===== src/rtl/host_bus_master.sv =====
// host_bus_master
//
// Bus initiator for the shared 8-bit CPU bus. It turns a byte-serial host
// command stream into single-cycle bus reads and writes. It is used to load
// memory and peripherals, read back locations, and start or halt the CPU
// through the control module's state register.
//
// Command packets (opcode first):
//   01 WRITE : addr, data          -> one bus write
//   02 READ  : addr                -> one bus read, one response byte
//   03 BURST : addr, N, N x data   -> N writes to addr, addr+1, ... (8-bit wrap)
//   04 START : (none)              -> write {4'h0, START_STATE} to CTRL_STATE_ADDR
//   05 HALT  : (none)              -> write {4'h0, HALT_STATE}  to CTRL_STATE_ADDR
//   other    : byte consumed, cmd_err pulses for one cycle
//
// Ports:
//   clk, rst_n            clock (posedge) and async active-low reset
//   cmd_valid/cmd_ready   host byte handshake, cmd_data carries the byte
//   rsp_valid/rsp_ready   read-response handshake, rsp_data carries the byte
//   bus_addr/bus_data     bus address and write data (bus_data is 0 unless writing)
//   bus_read/bus_write    one-cycle strobes, never both high
//   bus_rdata             read data from the addressed slave, RD_LAT cycles after bus_read
//   cmd_err               one-cycle pulse on an unknown opcode
//   busy                  high while the FSM is outside IDLE
//
// All outputs are registered.

module host_bus_master #(
    parameter logic [7:0]  CTRL_STATE_ADDR = 8'hFF,
    parameter logic [3:0]  START_STATE     = 4'h2,
    parameter logic [3:0]  HALT_STATE      = 4'h0,
    parameter int unsigned RD_LAT          = 1      // legal range 1..3
) (
    input  logic       clk,
    input  logic       rst_n,
    input  logic       cmd_valid,
    input  logic [7:0] cmd_data,
    output logic       cmd_ready,
    output logic       rsp_valid,
    output logic [7:0] rsp_data,
    input  logic       rsp_ready,
    output logic [7:0] bus_addr,
    output logic       bus_read,
    output logic       bus_write,
    output logic [7:0] bus_data,
    input  logic [7:0] bus_rdata,
    output logic       cmd_err,
    output logic       busy
);

    localparam logic [7:0] OPC_WRITE = 8'h01;
    localparam logic [7:0] OPC_READ  = 8'h02;
    localparam logic [7:0] OPC_BURST = 8'h03;
    localparam logic [7:0] OPC_START = 8'h04;
    localparam logic [7:0] OPC_HALT  = 8'h05;

    // The RD_WAIT cycle counter counts down from RD_LAT-1 to 0.
    // The capture happens in the cycle where it reads 0.
    localparam logic [1:0] LAT_INIT = 2'(RD_LAT - 1);

    typedef enum logic [3:0] {
        S_IDLE,
        S_GET_ADDR,
        S_GET_DATA,
        S_GET_CNT,
        S_BURST_DATA,
        S_BUS_WR,
        S_BUS_RD,
        S_RD_WAIT,
        S_RSP
    } state_t;

    typedef enum logic [1:0] {
        OP_WRITE,
        OP_READ,
        OP_BURST,
        OP_CTRL
    } op_t;

    state_t     state_q, state_d;
    op_t        op_q, op_d;
    logic [7:0] addr_q, addr_d;
    logic [7:0] cnt_q, cnt_d;
    logic [1:0] lat_q, lat_d;

    logic       cmd_ready_q, cmd_ready_d;
    logic       rsp_valid_q, rsp_valid_d;
    logic [7:0] rsp_data_q, rsp_data_d;
    logic [7:0] bus_addr_q, bus_addr_d;
    logic       bus_read_q, bus_read_d;
    logic       bus_write_q, bus_write_d;
    logic [7:0] bus_data_q, bus_data_d;
    logic       cmd_err_q, cmd_err_d;
    logic       busy_q, busy_d;

    logic       cmd_fire;

    assign cmd_fire = cmd_valid && cmd_ready_q;

    always_comb begin
        // NOTE: every signal assigned below gets a default first. Without one,
        // any path through the case that skips the signal would infer a latch.
        state_d     = state_q;
        op_d        = op_q;
        addr_d      = addr_q;
        cnt_d       = cnt_q;
        lat_d       = lat_q;
        rsp_valid_d = rsp_valid_q;
        rsp_data_d  = rsp_data_q;
        bus_addr_d  = bus_addr_q;
        bus_read_d  = 1'b0;
        bus_write_d = 1'b0;
        bus_data_d  = 8'h00;
        cmd_err_d   = 1'b0;

        unique case (state_q)
            S_IDLE: begin
                if (cmd_fire) begin
                    unique case (cmd_data)
                        OPC_WRITE: begin
                            op_d    = OP_WRITE;
                            state_d = S_GET_ADDR;
                        end
                        OPC_READ: begin
                            op_d    = OP_READ;
                            state_d = S_GET_ADDR;
                        end
                        OPC_BURST: begin
                            op_d    = OP_BURST;
                            state_d = S_GET_ADDR;
                        end
                        OPC_START, OPC_HALT: begin
                            op_d        = OP_CTRL;
                            state_d     = S_BUS_WR;
                            bus_write_d = 1'b1;
                            bus_addr_d  = CTRL_STATE_ADDR;
                            bus_data_d  = {4'h0, (cmd_data == OPC_START) ? START_STATE : HALT_STATE};
                        end
                        default: cmd_err_d = 1'b1;
                    endcase
                end
            end

            S_GET_ADDR: begin
                if (cmd_fire) begin
                    addr_d = cmd_data;
                    unique case (op_q)
                        OP_WRITE: state_d = S_GET_DATA;
                        OP_READ: begin
                            state_d    = S_BUS_RD;
                            bus_read_d = 1'b1;
                            bus_addr_d = cmd_data;
                        end
                        default: state_d = S_GET_CNT;
                    endcase
                end
            end

            S_GET_DATA, S_BURST_DATA: begin
                if (cmd_fire) begin
                    state_d     = S_BUS_WR;
                    bus_write_d = 1'b1;
                    bus_addr_d  = addr_q;
                    bus_data_d  = cmd_data;
                end
            end

            S_GET_CNT: begin
                if (cmd_fire) begin
                    cnt_d   = cmd_data;
                    state_d = (cmd_data == 8'h00) ? S_IDLE : S_BURST_DATA;
                end
            end

            S_BUS_WR: begin
                // The strobe is already on the bus this cycle. Only a burst
                // has bookkeeping to do: advance the address and loop while
                // data bytes remain.
                state_d = S_IDLE;
                if (op_q == OP_BURST) begin
                    cnt_d  = cnt_q - 8'd1;
                    addr_d = addr_q + 8'd1;
                    if (cnt_q != 8'd1) begin
                        state_d = S_BURST_DATA;
                    end
                end
            end

            S_BUS_RD: begin
                lat_d   = LAT_INIT;
                state_d = S_RD_WAIT;
            end

            S_RD_WAIT: begin
                if (lat_q == 2'd0) begin
                    rsp_data_d  = bus_rdata;
                    rsp_valid_d = 1'b1;
                    state_d     = S_RSP;
                end else begin
                    lat_d = lat_q - 2'd1;
                end
            end

            S_RSP: begin
                if (rsp_ready) begin
                    rsp_valid_d = 1'b0;
                    state_d     = S_IDLE;
                end
            end

            default: state_d = S_IDLE;
        endcase

        // Host-side ready and busy both track the next state, so they are
        // correct in the same cycle the FSM arrives there.
        cmd_ready_d = (state_d == S_IDLE)     || (state_d == S_GET_ADDR) ||
                      (state_d == S_GET_DATA) || (state_d == S_GET_CNT)  ||
                      (state_d == S_BURST_DATA);
        busy_d      = (state_d != S_IDLE);
    end

    // NOTE: sequential state uses non-blocking assignments only, so every
    // flop samples the pre-edge values regardless of statement order.
    always_ff @(posedge clk or negedge rst_n) begin
        if (!rst_n) begin
            state_q     <= S_IDLE;
            op_q        <= OP_WRITE;
            addr_q      <= 8'h00;
            cnt_q       <= 8'h00;
            lat_q       <= 2'd0;
            cmd_ready_q <= 1'b0;
            rsp_valid_q <= 1'b0;
            rsp_data_q  <= 8'h00;
            bus_addr_q  <= 8'h00;
            bus_read_q  <= 1'b0;
            bus_write_q <= 1'b0;
            bus_data_q  <= 8'h00;
            cmd_err_q   <= 1'b0;
            busy_q      <= 1'b0;
        end else begin
            state_q     <= state_d;
            op_q        <= op_d;
            addr_q      <= addr_d;
            cnt_q       <= cnt_d;
            lat_q       <= lat_d;
            cmd_ready_q <= cmd_ready_d;
            rsp_valid_q <= rsp_valid_d;
            rsp_data_q  <= rsp_data_d;
            bus_addr_q  <= bus_addr_d;
            bus_read_q  <= bus_read_d;
            bus_write_q <= bus_write_d;
            bus_data_q  <= bus_data_d;
            cmd_err_q   <= cmd_err_d;
            busy_q      <= busy_d;
        end
    end

    assign cmd_ready = cmd_ready_q;
    assign rsp_valid = rsp_valid_q;
    assign rsp_data  = rsp_data_q;
    assign bus_addr  = bus_addr_q;
    assign bus_read  = bus_read_q;
    assign bus_write = bus_write_q;
    assign bus_data  = bus_data_q;
    assign cmd_err   = cmd_err_q;
    assign busy      = busy_q;

endmodule

===== config.mk =====
export PLATFORM = sky130hd
export DESIGN_NAME = host_bus_master
export DESIGN_NICKNAME = d
export VERILOG_FILES = /design/src/rtl/host_bus_master.sv
export SDC_FILE = /design/constraint.sdc
export NUM_CORES = 1
export LEC_CHECK = 0
export BUFFER_PORTS_ARGS = -buffer_cell sky130_fd_sc_hd__buf_4
export CAP_MARGIN = 20
export CORE_UTILIZATION = 30
export DETAILED_ROUTE_END_ITERATION = 8
export MAX_ROUTING_LAYER = met4
export PLACE_DENSITY = 0.56
export RECOVER_POWER = 50
export SKIP_LAST_GASP = 1
export SLEW_MARGIN = 40
export SYNTH_ARGS = -nofsm -noshare
export SYNTH_HDL_FRONTEND = slang
export SYNTH_SLANG_ARGS = --single-unit

===== constraint.sdc =====
create_clock -name clk -period 2.5 [get_ports clk]
set_input_delay 0.5 -clock clk [delete_from_list [all_inputs] [get_ports clk]]
set_output_delay 0.5 -clock clk [all_outputs]
set_load 0.1 [all_outputs]

### Word level (Yosys, flattened, before mapping)

Cells that the tools add are included.

| storage, ports and cells | value |
|---|---|
| memories | 0 |
| input bits | 20 |
| memory bits (read-only) | 0 |
| flip-flop bits (word level) | 54 |
| bits in latches | 0 |
| bits in writable memories | 0 |
| word-level logic and storage cells | 119 |

| cells by class | value |
|---|---|
| add/sub/neg operators | 3 |
| bitwise gates (word level) | 0 |
| magnitude comparators | 0 |
| equal/unequal tests | 30 |
| div/mod/pow operators | 0 |
| shifts and indexed selects | 0 |
| multipliers | 0 |
| reduce and logical (&&, ||, !) cells | 28 |
| muxes and demuxes | 44 |

Operators by type and width:

| cell | count |
|---|---|
| $mux W8 | 9 |
| $pmux W8 S2 | 3 |
| $pmux W4 S8 | 1 |
| $mux W4 | 6 |
| $pmux W8 S3 | 1 |
| $eq A4 B3 Y1 const B | 5 |
| $ne A2 B2 Y1 const B | 9 |
| $eq A4 B2 Y1 const B | 4 |
| $eq A8 B2 Y1 const B | 2 |
| $eq A8 B3 Y1 const B | 2 |
| $reduce_and A3 Y1 | 4 |
| $mux W1 | 11 |
| $mux W3 | 3 |
| $add A8 B1 Y8 const B | 1 |
| $eq A4 B1 Y1 const B | 2 |
| $eq A8 B1 Y1 const B | 1 |
| $logic_not A4 Y1 | 2 |
| $logic_not A8 Y1 | 1 |
| $mux W2 | 4 |
| $ne A8 B1 Y1 const B | 1 |
| $pmux W2 S4 | 1 |
| $pmux W4 S2 | 1 |
| $reduce_bool A2 Y1 | 4 |
| $reduce_bool A4 Y1 | 2 |
| other kinds (18) | 25 |

### Logic depth before layout (Yosys ltp)

| logic depth | value |
|---|---|
| word-level depth | 10 |
| mapped depth | 8 |
| gate-level depth less buffers | 7 |

### Worst setup path before layout

Ideal clock, no wire load.

| timing path | value |
|---|---|
| path type | reg-to-reg |
| from | register cmd_ready_q (netlist: cmd_ready) |
| to | register bus_addr_q[0] (netlist: bus_addr[0]) |
| slack | -50 ps |
| period minus slack after synthesis | 2550 ps |
| cell stages (with the launch flop) | 6 |
| arrival | 2425 ps |
| buffers on the path | 0 |
| cell sequence | dfrtp_1 nand2_1 nor4_4 a31o_2 nor2_4 mux2_4 |

| between the ends | value |
|---|---|
| longest elaborated chain between the ends | 3 |
| elaborated cells on any way between the ends | 5 |
| classes of those cells | eq/ne: 3; reduce/logical: 2 |

RTL lines:

| item | RTL line | source |
|---|---|---|
| from (decl) | 86 | `logic cmd_ready_q, cmd_ready_d;` |
| from (signal assigned) | 246 | `cmd_ready_q <= cmd_ready_d;` |
| $logic_and A1 B1 Y1 (*) | 98 | `assign cmd_fire = cmd_valid && cmd_ready_q;` |
| $ne A2 B2 Y1 (no line) | - |  |
| $reduce_and A6 Y1 (no line) (*) | - |  |
| to (signal assigned) | 249 | `bus_addr_q <= bus_addr_d;` |
| to (decl) | 89 | `logic [7:0] bus_addr_q, bus_addr_d;` |

Mark *: on every way between the ends. The rest lies on a longest branch, timed or not.
A chain may end at the register's enable or synchronous reset.

### Worst setup path in the final report

| timing path | value |
|---|---|
| from | register cnt_q[4] |
| to | register busy_q (netlist: busy) |

| between the ends | value |
|---|---|
| longest elaborated chain between the ends | 5 |

RTL lines:

| item | RTL line | source |
|---|---|---|
| from (decl) | 83 | `logic [7:0] cnt_q, cnt_d;` |
| from (signal assigned) | 244 | `cnt_q <= cnt_d;` |
| $ne A8 B1 Y1 | 183 | `if (cnt_q != 8'd1) begin` |
| $mux W3 | 183 |  |
| $mux W3 | 180 | `if (op_q == OP_BURST) begin` |
| $pmux W4 S8 | 116 | `unique case (state_q)` |
| via state_d[2] | 80 | `state_t state_q, state_d;` |
| $reduce_bool A4 Y1 | 219 | `busy_d = (state_d != S_IDLE);` |
| via busy_d | 94 | `logic busy_q, busy_d;` |
| to (signal assigned) | 254 | `busy_q <= busy_d;` |
| to (decl) | 94 |  |

The timed path passes the listed nets, and every way through them passes these cells.

==> impl_metrics.sql <==
INSERT INTO impl_metrics (metric_group, metric, value, unit) VALUES
('run_status', 'run_status', 'finished, final reports clean', ''),
('sta', 'timing.final.ws_setup', '0.257', 'ns'),
('die', 'initial_core_util', '30.9', '%'),
('flow_run', 'cap_violations', '0', ''),
('setup_path', 'worstSetupPathType', 'register to register', ''),
('pwr', 'switching_share', '51.9', '%'),
('cts', 'ctsResizeCount', '0', ''),
('logic_synthesis', 'dominant_combinational_cell_family_by_area_after_synthesis', 'simple AND/OR/NAND/NOR gates', ''),
('finish', 'num-fill-cells', '947', ''),
('grt', 'grt_antenna_before_repair', '0', ''),
('worst_hold_path', 'hold_end', 'rsp_data[3]', ''),
('die', 'placementRows', '35', ''),
('route', 'avgViaCountPerCell', '4.90', ''),
('sta', 'tightestPinTransition', '1.32', 'ns'),
('die', 'core-area', '0.00924', 'mm^2'),
('place', 'post_placement_setup_slack', '0.0619', 'ns'),
('sta', 'maxClockFrequency', '446', 'MHz'),
('finish', 'drive_above_1_share', '26.3', '%'),
('sta', 'final_cycle_share', '89.7', '%'),
('logic_synthesis', 'synth-edff-count', '0', ''),
('grt', 'met1_usage', '18.3', '%'),
('setup_path', 'critical_path.startpoint', 'cnt_q[4]', ''),
('pwr', 'share_clk_of_total_power', '11.2', '%'),
('logic_synthesis', 'synthDominantCellAreaShare', '47.3', '%'),
('logic_synthesis', 'synth_top_flop_cell', 'sky130_fd_sc_hd__dfrtp_1', ''),
('sta', 'maxSlewHeadroom', '11.7', '%'),
('worst_hold_path', 'min-delay-path-class', 'input pin to register', ''),
('sta', 'timing.final.max_slew_violations', '0', ''),
('grt', 'globalRoute.busiestLayer', 'met2', ''),
('grt', 'remaining_global_route_overflow', '0', ''),
('logic_synthesis', 'synth_seq_cells', '54', ''),
('setup_path', 'r2r_end', 'busy', ''),
('logic_synthesis', 'yosys.cell_count.top_type', 'sky130_fd_sc_hd__dfrtp_1', ''),
('logic_synthesis', 'synthesis.yosys.warnings', '0', ''),
('grt', 'grt_util_all_layers', '14.7', '%'),
('die', 'die_area', '0.00991', 'mm^2'),
('place', 'io_buffers', '49', ''),
('setup_path', 'reg2regPathDepth', '5', ''),
('setup_path', 'path_delay_family', 'simple AND/OR/NAND/NOR gates', ''),
('cts', 'tritoncts_clock_tree', 'yes', ''),
('setup_path', 'critical_path.endpoint_type', 'register', ''),
('logic_synthesis', 'synth_compound_gate_area_share', '16.0', '%'),
('logic_synthesis', 'synth-simple-area-share', '22.9', '%'),
('grt', 'grt.met2_usage', '24.9', '%'),
('setup_path', 'critical-path-top-cell-by-count', 'sky130_fd_sc_hd__or3_1', ''),
('logic_synthesis', 'synth.avg_cell_area', '9.91', 'um^2'),
('route', 'drt.antenna.violating_nets', '0', ''),
('route', 'dr_total_vias', '2308', ''),
('pwr', 'power.share.sequential', '32.8', '%'),
('pwr', 'power_density', '1270', 'mW/mm^2'),
('setup_path', 'worst_path_max_delay_cell', 'sky130_fd_sc_hd__nor4b_1', ''),
('sta', 'tns', '0', 'ns'),
('die', 'top_level_ports', '50', ''),
('cts', 'post_cts_buffers', '0', ''),
('setup_path', 'crit_fanout', '5', ''),
('sta', 'worst_setup_skew_after_layout', '0.00638', 'ns'),
('logic_synthesis', 'synth_area', '0.00285', 'mm^2'),
('finish', 'layout-area-overhead-vs-synth', '20.0', '%'),
('worst_hold_path', 'holdPathStages', '2', ''),
('cts', 'clock-sinks', '54', ''),
('pwr', 'cellLeakagePower', '1.50', 'nW'),
('sta', 'final_setup_violating_endpoints', '0', ''),
('logic_synthesis', 'yosys-top-cells-count', '54 x sky130_fd_sc_hd__dfrtp_1, 34 x sky130_fd_sc_hd__nand2_1, 22 x sky130_fd_sc_hd__a21oi_1', ''),
('logic_synthesis', 'post-synth-top-area-cell', 'sky130_fd_sc_hd__dfrtp_1', ''),
('setup_path', 'worstPathCellList', 'or3_1 -> nor4b_1 -> o21ai_1 -> or3_4 -> or3_1', ''),
('pwr', 'share_comb_of_total_power', '56.0', '%'),
('grt', 'maximum_number_of_pins_on_one_net_before_global_route_repair', '55', ''),
('setup_path', 'worst_setup_path_start_kind', 'register', ''),
('place', 'place.detailed.hpwl', '4840', 'um'),
('logic_synthesis', 'synth_fp_nets', '312', ''),
('logic_synthesis', 'ys_async_sr_fraction', '100', '%');
final cells by class:
cell class / instances / area [um^2] / share of cell area (%)
Multi-Input combinational cell: 209 / 1390 / 40.7
Sequential cell: 54 / 1350 / 39.5
Clock buffer: 6 / 72.6 / 2.12
Clock inverter: 2 / 10.0 / 0.292
Inverter: 11 / 41.3 / 1.21
Tap cell: 129 / 161 / 4.71
Timing Repair Buffer: 60 / 394 / 11.5
worst max path at each step:
stage | endpoint | depth (start not counted)
6_report | busy | 5
5_1_grt | bus_addr[5] | 5
4_1_cts | busy | 5
3_5_place_dp | busy | 6
3_3_place_gp | busy | 6
2_1_floorplan | busy | 5
power by group through the flow:
stage	Combinational, mW	Sequential [mW]	Clock [mW]
CTS	2.49	1.42	0.504
global route	2.62	1.47	0.534
detailed placement	2.49	1.44	0
global placement	2.46	1.44	0
finish	2.43	1.42	0.484
floorplan	1.02	2.34	0
flip-flops by register name (all words and copies together) (netlist names), 2 cells and up:
signal,count
bus_data,8
state_q,4
lat_q,2
cnt_q,8
bus_addr,8
op_q,2
addr_q,8
rsp_data,8
worst reg2reg max path, cell delays in order (launching register included):
cell	delay, ns
sky130_fd_sc_hd__dfrtp_1	0.42
sky130_fd_sc_hd__or3_1	0.41
sky130_fd_sc_hd__nor4b_1	0.43
sky130_fd_sc_hd__o21ai_1	0.12
sky130_fd_sc_hd__or3_4	0.39
sky130_fd_sc_hd__or3_1	0.36
cell families (layout without fill, tap and decap cells):
family	after synthesis	count (layout)
buffers and inverters	25	79
AO/OA/AOI/OAI	73	73
adder cells (fa/ha/maj)	4	4
AND/OR/NAND/NOR	114	114
XOR/XNOR	1	1
multiplexers	17	17
flip-flops	54	54
per-layer routing:
| metal | up-vias | share of wire, % | wire length [um] |
|---|---|---|---|
| li1 | 1141 | - | - |
| met1 | 1126 | 45 | 2970 |
| met2 | 33 | 51 | 3360 |
| met3 | 8 | 2.6 | 174 |
| met4 | 0 | 1.1 | 72 |
| met5 | - | 0 | 0 |
layout by cell type (no fill, tap or decap), types with 6 or more instances in the layout:
| cell | count |
|---|---|
| sky130_fd_sc_hd__a21oi_1 | 22 |
| sky130_fd_sc_hd__and2_1 | 7 |
| sky130_fd_sc_hd__buf_4 | 44 |
| sky130_fd_sc_hd__clkbuf_1 | 14 |
| sky130_fd_sc_hd__dfrtp_1 | 53 |
| sky130_fd_sc_hd__inv_1 | 11 |
| sky130_fd_sc_hd__mux2_2 | 9 |
| sky130_fd_sc_hd__mux2_4 | 8 |
| sky130_fd_sc_hd__nand2_1 | 34 |
| sky130_fd_sc_hd__nand3_1 | 15 |
| sky130_fd_sc_hd__nor2_1 | 17 |
| sky130_fd_sc_hd__nor3_1 | 6 |
| sky130_fd_sc_hd__o21ai_0 | 9 |
| sky130_fd_sc_hd__o21ai_1 | 11 |
| sky130_fd_sc_hd__o22ai_1 | 6 |
per-stage QoR:
step / total power, mW / utilization (%) / area, um^2 / instances / hold WS [ns]
after floorplan: 3.36 / - / 2860 / 288 / 0.204
after global routing: 4.62 / 37.1 / 3430 / 471 / 0.399
final: 4.33 / 37.1 / 3430 / 471 / 0.415
after CTS: 4.42 / 37.7 / 3480 / 471 / 0.258
after detailed placement: 3.93 / 36.8 / 3400 / 463 / 0.498
after global placement: 3.90 / 36.7 / 3390 / 461 / 0.472
Note: power is estimated with default switching activity, not from simulation.
